<file path="config.mk">
export PLATFORM = sky130hd
export DESIGN_NAME = multicycle_sequencer
export DESIGN_NICKNAME = d
export VERILOG_FILES = /design/src/rtl/multicycle_sequencer.sv
export SDC_FILE = /design/constraint.sdc
export NUM_CORES = 1
export LEC_CHECK = 0
export BUFFER_PORTS_ARGS = -buffer_cell sky130_fd_sc_hd__buf_2
export CAP_MARGIN = 20
export CORE_MARGIN = 10
export CORE_UTILIZATION = 37
export CTS_BUF_LIST = sky130_fd_sc_hd__clkbuf_4 sky130_fd_sc_hd__clkbuf_8 sky130_fd_sc_hd__clkbuf_16
export DETAILED_ROUTE_END_ITERATION = 12
export GPL_TIMING_DRIVEN = 0
export HOLD_SLACK_MARGIN = 0.12
export SLEW_MARGIN = 10
export SYNTH_ARGS = -nofsm -noshare
export SYNTH_HDL_FRONTEND = slang
export SYNTH_SLANG_ARGS = --single-unit
</file>
<file path="constraint.sdc">
create_clock -name clk -period 2.5 [get_ports clk]
set_input_delay 0.25 -clock clk [delete_from_list [all_inputs] [get_ports clk]]
set_output_delay 0.25 -clock clk [all_outputs]
set_load 0.01 [all_outputs]
</file>
<file path="src/rtl/multicycle_sequencer.sv">
// multicycle_sequencer
//   Top-level phase controller for the multicycle core. It steps the pipeline
//   through FETCH -> DECODE -> EXEC -> [MEM] -> WRITE and handshakes with the
//   variable-latency resources (instruction memory, FPU, data memory, UART).
//   It also raises a one-cycle commit strobe per retired instruction and parks
//   in WRITE when a halt is requested.
//
// Parameters
//   FPU_TIMEOUT : EXEC cycles to wait on fpu_done before aborting (1..255)
//   CNT_W       : width of the optional performance counters
//
// Ports
//   clk, rst          : clock, asynchronous active-low reset
//   halt_req          : stop after the current instruction commits
//   imem_ready        : instruction word valid
//   dec_*             : decoded instruction class, stable from EXEC onwards
//   fpu_done          : FPU result valid
//   mem_ready         : data memory access complete
//   rx_valid/tx_ready : UART handshakes
//   state             : current phase (FETCH=0 DECODE=1 EXEC=2 MEM=3 WRITE=4)
//   fetch_req         : instruction fetch request (level)
//   fpu_start         : one-cycle FPU launch pulse
//   mem_req           : data memory request (level)
//   rx_ack            : one-cycle rx consume pulse
//   tx_valid          : tx data valid (level)
//   commit            : one-cycle pc/regfile write enable
//   halted, fpu_err   : sticky status flags
//
// Build option
//   SEQ_PERF_CNT_EN : adds cycle_cnt, instret_cnt and stall_cnt outputs.

module multicycle_sequencer #(
    parameter int unsigned FPU_TIMEOUT = 64,
    parameter int unsigned CNT_W       = 32
) (
    input  logic       clk,
    input  logic       rst,
    input  logic       halt_req,
    input  logic       imem_ready,
    input  logic       dec_use_fpu,
    input  logic       dec_mem_read,
    input  logic       dec_mem_write,
    input  logic       dec_data_in,
    input  logic       dec_data_out,
    input  logic       fpu_done,
    input  logic       mem_ready,
    input  logic       rx_valid,
    input  logic       tx_ready,
    output logic [2:0] state,
    output logic       fetch_req,
    output logic       fpu_start,
    output logic       mem_req,
    output logic       rx_ack,
    output logic       tx_valid,
    output logic       commit,
    output logic       halted,
    output logic       fpu_err
`ifdef SEQ_PERF_CNT_EN
    ,
    output logic [CNT_W-1:0] cycle_cnt,
    output logic [CNT_W-1:0] instret_cnt,
    output logic [CNT_W-1:0] stall_cnt
`endif
);

    typedef enum logic [2:0] {
        FETCH  = 3'd0,
        DECODE = 3'd1,
        EXEC   = 3'd2,
        MEM    = 3'd3,
        WRITE  = 3'd4
    } state_e;

    localparam logic [7:0] TMO_LIMIT = 8'(FPU_TIMEOUT);

    if (FPU_TIMEOUT < 1 || FPU_TIMEOUT > 255 || CNT_W < 1) begin : g_param_check
        $error("multicycle_sequencer: FPU_TIMEOUT must be 1..255 and CNT_W >= 1");
    end

    state_e     state_q, state_d;
    logic [7:0] tmo_cnt_q, tmo_cnt_d;
    logic       stay_q;               // 1 when the current phase is past its first cycle
    logic       halted_q, halted_d;
    logic       fpu_err_q, fpu_err_d;
    logic       abort_q, abort_d;     // current WRITE follows an FPU timeout
    logic       exec_done;

    // Handshake outputs depend on same-cycle inputs (rx_ack, exit on tx_ready)
    // and on dec_* which only become valid in EXEC, so they are decoded here
    // from the registered phase rather than pre-registered a cycle early.
    always_comb begin
        state_d   = state_q;
        tmo_cnt_d = '0;
        halted_d  = halted_q;
        fpu_err_d = fpu_err_q;
        abort_d   = abort_q;
        exec_done = 1'b0;
        fetch_req = 1'b0;
        fpu_start = 1'b0;
        mem_req   = 1'b0;
        rx_ack    = 1'b0;
        tx_valid  = 1'b0;
        commit    = 1'b0;

        case (state_q)
            FETCH: begin
                // Reset value of the phase is FETCH; keep the request low
                // while reset is held.
                fetch_req = rst;
                if (imem_ready) begin
                    state_d = DECODE;
                end
            end

            DECODE: begin
                state_d = EXEC;
            end

            EXEC: begin
                if (dec_use_fpu) begin
                    fpu_start = !stay_q;
                    // fpu_done coincident with the launch pulse is stale.
                    if (stay_q && fpu_done) begin
                        exec_done = 1'b1;
                    end else if (tmo_cnt_q + 8'd1 == TMO_LIMIT) begin
                        fpu_err_d = 1'b1;
                        abort_d   = 1'b1;
                        state_d   = WRITE;
                    end else begin
                        tmo_cnt_d = tmo_cnt_q + 8'd1;
                    end
                end else if (dec_data_in) begin
                    rx_ack    = rx_valid;
                    exec_done = rx_valid;
                end else if (dec_data_out) begin
                    tx_valid  = 1'b1;
                    exec_done = tx_ready;
                end else begin
                    exec_done = 1'b1;
                end

                if (exec_done) begin
                    state_d = (dec_mem_read || dec_mem_write) ? MEM : WRITE;
                end
            end

            MEM: begin
                mem_req = 1'b1;
                if (mem_ready) begin
                    state_d = WRITE;
                end
            end

            WRITE: begin
                if (!halted_q) begin
                    commit  = !abort_q;
                    abort_d = 1'b0;
                    if (halt_req) begin
                        halted_d = 1'b1;
                    end else begin
                        state_d = FETCH;
                    end
                end
            end

            default: begin
                state_d = FETCH;
            end
        endcase
    end

    always_ff @(posedge clk or negedge rst) begin
        if (!rst) begin
            state_q   <= FETCH;
            tmo_cnt_q <= '0;
            stay_q    <= 1'b0;
            halted_q  <= 1'b0;
            fpu_err_q <= 1'b0;
            abort_q   <= 1'b0;
        end else begin
            state_q   <= state_d;
            tmo_cnt_q <= tmo_cnt_d;
            stay_q    <= (state_d == state_q);
            halted_q  <= halted_d;
            fpu_err_q <= fpu_err_d;
            abort_q   <= abort_d;
        end
    end

    assign state   = state_q;
    assign halted  = halted_q;
    assign fpu_err = fpu_err_q;

`ifdef SEQ_PERF_CNT_EN
    logic [CNT_W-1:0] cycle_cnt_q, instret_cnt_q, stall_cnt_q;
    logic             stall;

    assign stall = stay_q && (state_q == FETCH || state_q == EXEC || state_q == MEM);

    always_ff @(posedge clk or negedge rst) begin
        if (!rst) begin
            cycle_cnt_q   <= '0;
            instret_cnt_q <= '0;
            stall_cnt_q   <= '0;
        end else begin
            if (!halted_q) begin
                cycle_cnt_q <= cycle_cnt_q + CNT_W'(1);
            end
            if (commit) begin
                instret_cnt_q <= instret_cnt_q + CNT_W'(1);
            end
            if (stall) begin
                stall_cnt_q <= stall_cnt_q + CNT_W'(1);
            end
        end
    end

    assign cycle_cnt   = cycle_cnt_q;
    assign instret_cnt = instret_cnt_q;
    assign stall_cnt   = stall_cnt_q;
`endif

endmodule

</file>
==> results of run 1 <==
## power breakdown
group	internal (mW)	total [mW]	switching (mW)
logic	0.154	0.341	0.187
registers	0.286	0.330	0.0440
clock network	0.0729	0.153	0.0797
total	0.512	0.823	0.311
## cell usage in the layout (no fill, tap or decap)
master         Yosys  final
and2_1             1      1
nand4_1            1      1
o21ai_0            5      5
a21oi_1            7      7
o211ai_1           2      2
xor2_1             1      1
a31oi_1            1      1
o22a_1             1      1
xnor2_1            4      4
nor4b_1            3      3
or3_1              1      1
nand2_1            9      9
dfrtp_1           15     15
nor2_1            13     13
o221ai_1           1      1
buf_2              2     25
nor3b_1            1      1
nand2b_4           1      1
a2111oi_0          1      1
nand3_1            5      5
and3_1             2      2
o32ai_1            1      1
nand4_2            1      1
a31o_2             2      2
or2_1              1      1
ha_1               1      1
dlygate4sd3_1      0      1
or2_2              1      1
nor2_2             1      1
nor3_1             2      2
buf_6              2      2
o22ai_1            1      1
clkbuf_4           0      4
or3b_1             2      2
inv_1              3      3
## state kept, by name (all words and copies together) (netlist names)
signal and count:
tmo_cnt_q 8, state 3, abort_q 1, fpu_err 1, halted 1, stay_q 1
## critical path: cells and delay by family, from the launching register on
| family | cells | cell delay [ns] |
|---|---|---|
| DFF | 1 | 0.41 |
| buffers and inverters | 3 | 0.48 |
| and+or+nand+nor | 2 | 0.59 |
## cell families after synthesis
| logic type | synth area share |
|---|---|
| xor+xnor | 0.0509 |
| compound gates | 0.163 |
| fa+ha+maj | 0.0145 |
| buf+inv | 0.0509 |
| flops | 0.436 |
| simple gates | 0.285 |
## metal layers
layer	track usage	wire, um
met3	0.0228	82
met1	0.113	899
met2	0.145	960
met4	0.0528	38
met5	0	0
## metrics by stage
step / util / cell area, sq um / std cells
floorplan: - / 861 / 95
global placement: 0.457 / 1010 / 146
detailed placement: 0.457 / 1010 / 146
CTS: 0.475 / 1050 / 151
global route: 0.475 / 1050 / 151
finish: 0.475 / 1050 / 151
## how the worst max path moves through the flow
stage                              end  slack, ns  depth (start not counted)
floorplan             stay_q$_DFF_PN0_       0.74                          7
global placement    state[1]$_DFF_PN0_       0.67                          6
detailed placement  state[1]$_DFF_PN0_       0.65                          6
CTS                           tx_valid       0.47                          5
global route                  tx_valid       0.43                          5
finish                        tx_valid       0.48                          5
## area by class of cell
cell class              count  share of cell area
repair buffers             24               0.119
inverters                   3              0.0107
well taps                  28              0.0333
clock buffers               4              0.0286
plain buffers               4              0.0310
flip-flops and latches     15               0.357
multi-input cells          73               0.420
==> metrics.md, run 1 <==
| Metric | Value |
|---|---|
| Post-Place Worst Slack | 0.652 ns |
| Vias in the first global route | 776 |
| Max cap viols | 0 |
| Ant diodes | 0 |
| Wire length of the first global-routing pass | 3350 um |
| Root buf cell | clkbuf_4 |
| Area of the multi-input gates | 442 sq um |
| Post-DR wirelength/cell | 13.1 um |
| Fin Clk Skew | 0.00649 ns |
| Hold Buf Count CTS | 1 |
| Post-synthesis sequential area ratio | 0.436 |
| Asr flop ratio synth | 1.00 |
| Detail Placement HPWL | 1590 um |
| CP cell instances | buf_6 -> or3b_1 -> buf_2 -> nor4b_1 -> buf_2 |
| Status | finished, final reports clean |
| Fmax | 494 MHz |
| I/O pin count | 24 |
| Tmin final | 2.02 ns |
| Syn nets | 109 |
| Flops & latches, synth | 15 |
| Clk Latency, worst-skew pair | 0.29 ns |
| Resized cells post-CTS | 0 |
| Critical Path Most Common Cell | buf_2 |
| Synth cell count leaders | 15 x dfrtp_1, 13 x nor2_1, 9 x nand2_1 |
| Total Power | 0.823 mW |
| Clock sink total | 15 |
| Setup_tns | 0 ns |
| Critical path capture point type | output port |
| # DRC | 0 |
| Clock-pin slew on the worst setup and hold paths | 0.09 ns |
| Remaining global-route overflow | 0 |
| Ys Warns | 0 |
| Normalized max-slew margin | 0.749 |
| Power Density | 783 nW/um^2 |
| I/O Buffers | 23 |
| Hold wc startpoint | halt_req |
| H-tree depth | 1 |
| Area Growth Syn to Fin | 22.1% |
| Max VDD drop | 0.553 mV |
| CTS buffer count | 3 |
| Gp weighted congestion | 0.815 |
| CP max stage cell | dfrtp_1 |
| Largest net degree at the start of global routing | 17 |
| Reg2reg start | tmo_cnt_q[0]$_DFF_PN0_ |
| Via count | 772 |
| Critical path class | reg2out |
| Seq. cell area | 375 sq um |
| Hold path depth | 2 |
| Mean Syn Cell Area | 9.06 sq um |
| Synth cell types | 33 |
| Reg-to-reg endpoint | state[1]$_DFF_PN0_ |
| Via density | 5.11 |
| Die X | 68.2 um |
| HP Class | in2reg |
| Yosys top cell area share | 0.436 |
| Max-slew violation count | 0 |
| RSZ-0062 raised after global routing | no |
| Syn Std Cell Area | 861 sq um |
| Die area | 4660 sq um |
| Cell with the most instances after synthesis | dfrtp_1 |
| Initial core utilization | 0.389 |
| TritonCTS clock tree | built |
| Post-Synthesis Cells | 95 |
| Initial drt markers | 16 |
| Worst min-delay path endpoint | halted$_DFFE_PN0P_ |
| WP data arrival | 1.77 ns |
| Crit path largest cell delay | 0.41 ns |
| LEAKAGE | 0.476 nW |
| Top post-synthesis cells by area | dfrtp_1 44%, nor2_1 5.7%, a21oi_1 4.1% |
| Pre-antenna DRT Iters | 4 |
| Final wirelength | 1980 um |
| Crit start category | flop |
| Tightest Pin Transition | 0.366 ns |
| Post-synth EDFFs | 0 |
| Area leader, netlist | dfrtp_1 |
| Hold_ws | 0.208 ns |
| Synth Flop Type | dfrtp_1 |
| Routed Antenna Nets | 0 |
| R2r setup slk | 0.67 ns |
| Worst Reg2Reg Path Length in Cells | 6 |
| Final #Nets | 138 |
| Die Ht | 68.2 um |
| Clk buf depth | 2 |
| Fin. Hold Viols | 0 |
| Share of layout cells above drive strength 1 | 0.301 |
| Crit-path max FO | 9 |
| Final setup viols | 0 |
| Initial antenna violation count | 0 |
| Postcts setup bufs | 0 |
| Placement Rows | 17 |
| GRT Total Usage | 0.0926 |
| Filler cells | 224 |
| Setup ws final | 0.476 ns |
| Crit share post-route | 0.810 |
| Critical path launch point | state[2]$_DFF_PN0_ |
| Core Box Area | 2210 sq um |
| Required time worst endpoint | 2.25 ns |
Note: power is estimated with default switching activity, not from simulation.
==> run 2: changes to the inputs <==
==> constraint.sdc (replaced) <==
create_clock -name clk -period 1.9 [get_ports clk]
set_input_delay 0.19 -clock clk [delete_from_list [all_inputs] [get_ports clk]]
set_output_delay 0.19 -clock clk [all_outputs]
set_load 0.01 [all_outputs]
==> metrics.md, run 2 (same netlist as run 1, synthesis figures left out) <==
| Metric | Value |
|---|---|
| Post-Layout Cell Count | 151 |
| Required time worst endpoint | 1.71 ns |
| Final setup viols | 0 |
| Tmin final | 1.79 ns |
| Area Growth Syn to Fin | 25.6% |
| Initial antenna violation count | 0 |
| Filler cells | 225 |
| WP data arrival | 1.60 ns |
| Remaining global-route overflow | 0 |
| Critical path class | reg2out |
| Clock-pin slew on the worst setup and hold paths | 0.09 ns |
| Vias in the first global route | 771 |
| Seq. cell area | 379 sq um |
| I/O Buffers | 23 |
| Root buf cell | clkbuf_4 |
| Fin. Hold Viols | 0 |
| Die area | 4660 sq um |
| Final core utilization | 0.489 |
| Crit path largest cell delay | 0.41 ns |
| Pre-antenna DRT Iters | 4 |
| CTS buffer count | 3 |
| H-tree depth | 1 |
| Crit-path max FO | 6 |
| TritonCTS clock tree | built |
| Crit share post-route | 0.940 |
| Clk buf depth | 2 |
| Via count | 789 |
| Most common cell after layout, fill and taps aside | buf_2 |
| # DRC | 0 |
| HP Class | in2reg |
| Gp weighted congestion | 0.815 |
| Power Density | 1040 nW/um^2 |
| Cell family with the largest share of critical-path delay | simple AND/OR/NAND/NOR gates |
| Max-slew violation count | 0 |
| Via density | 5.23 |
| Critical path capture point type | output port |
| Status | finished, final reports clean |
| Max VDD drop | 0.742 mV |
| Commonest non-fill, non-tap cells in the layout | 23 x buf_2, 13 x nor2_1, 12 x dfrtp_1, 9 x nand2_1, 7 x a21oi_1 |
| Tightest Pin Transition | 0.368 ns |
| Most flops, register | tmo_cnt_q |
| Final #Nets | 138 |
| Placed cell count | 146 |
| LEAKAGE | 0.479 nW |
| Wire length of the first global-routing pass | 3340 um |
| Post-DR wirelength/cell | 14.0 um |
| Normalized max-slew margin | 0.748 |
| Final wirelength | 2120 um |
| Post-Place Worst Slack | 0.0523 ns |
| Largest net degree at the start of global routing | 17 |
| Setup_tns | 0 ns |
| Max FFs per register | 8 |
| I/O pin count | 24 |
| Ant diodes | 0 |
| GRT Total Usage | 0.0926 |
| Initial core utilization | 0.389 |
| Fmax | 560 MHz |
| Fin Clk Skew | 0.00320 ns |
| CP cell instances | buf_6 -> or3b_4 -> nor4b_2 -> buf_2 |
| CP bufs+invs | 2 |
| Die X | 68.2 um |
| Share of layout cells above drive strength 1 | 0.358 |
| Core Box Area | 2210 sq um |
| Setup ws final | 0.114 ns |
| Area of the multi-input gates | 463 sq um |
| CP max stage cell | or3b_4 |
| Die Ht | 68.2 um |
| Initial drt markers | 16 |
| Clk Latency, worst-skew pair | 0.28 ns |
| Detail Placement HPWL | 1590 um |
| Placement Rows | 17 |
| Max cap viols | 0 |
| Crit start category | flop |
| Routed Antenna Nets | 0 |
| Clock sink total | 15 |
==> run 2: cell counts in the layout (fill, tap and decap cells not counted) <==
No cell type changed its count.
==> run 2: routing by layer <==
layer / routed length [um] / up-vias / global-route usage
met1: 935 / 372 / 0.113
li1: - / 398 / -
met4: 44 / 0 / 0.0528
met2: 1050 / 13 / 0.145
met5: 0 / - / 0
met3: 84 / 6 / 0.0228
==> run 2: path summary, 6_finish.rpt <==
kind                            slack [ns]                   start                endpoint  cells past startpoint
max in group asynchronous             1.29                     rst  tmo_cnt_q[0]$_DFF_PN0_                      2
worst max-delay path                  0.11      state[2]$_DFF_PN0_                tx_valid                      4
worst min-delay path                  0.15                halt_req      halted$_DFFE_PN0P_                      2
min in group asynchronous             0.33                     rst  tmo_cnt_q[7]$_DFF_PN0_                      2
worst min register to register        0.47     fpu_err$_DFFE_PN0P_     fpu_err$_DFFE_PN0P_                      1
worst max register to register        0.13  tmo_cnt_q[1]$_DFF_PN0_      state[1]$_DFF_PN0_                      6
==> run 2: area by class of cell <==
cell class,instances,share of cell area
Buffer,2,0.0208
Inverter,3,0.0104
Tap cell,28,0.0324
Clock buffer,4,0.0278
Timing Repair Buffer,26,0.130
Multi-Input combinational cell,73,0.428
Sequential cell,15,0.351
==> run 2: per-stage QoR <==
| stage | power (mW) | instance area (sq um) | hold WS (ns) |
|---|---|---|---|
| final | 1.13 | 1080 | 0.152 |
| after global routing | 1.22 | 1080 | 0.157 |
| after CTS | 1.11 | 1060 | 0.151 |
| after detailed placement | 0.895 | 1010 | 0.126 |
| after global placement | 0.891 | 1010 | 0.127 |
| after floorplan | 0.742 | 861 | -0.106 |
==> run 2: power breakdown <==
group	switching, mW	internal (mW)
Sequential	0.0657	0.381
Clock	0.104	0.0959
Combinational	0.258	0.224
==> run 2: repair_timing <==
item                       CTS  global route
hold endpoints to repair    15             0
resized for setup            3             7
setup endpoints to repair    2             8
hold buffers                 1             0
buffers inserted             0             2
pin swaps                    1             0
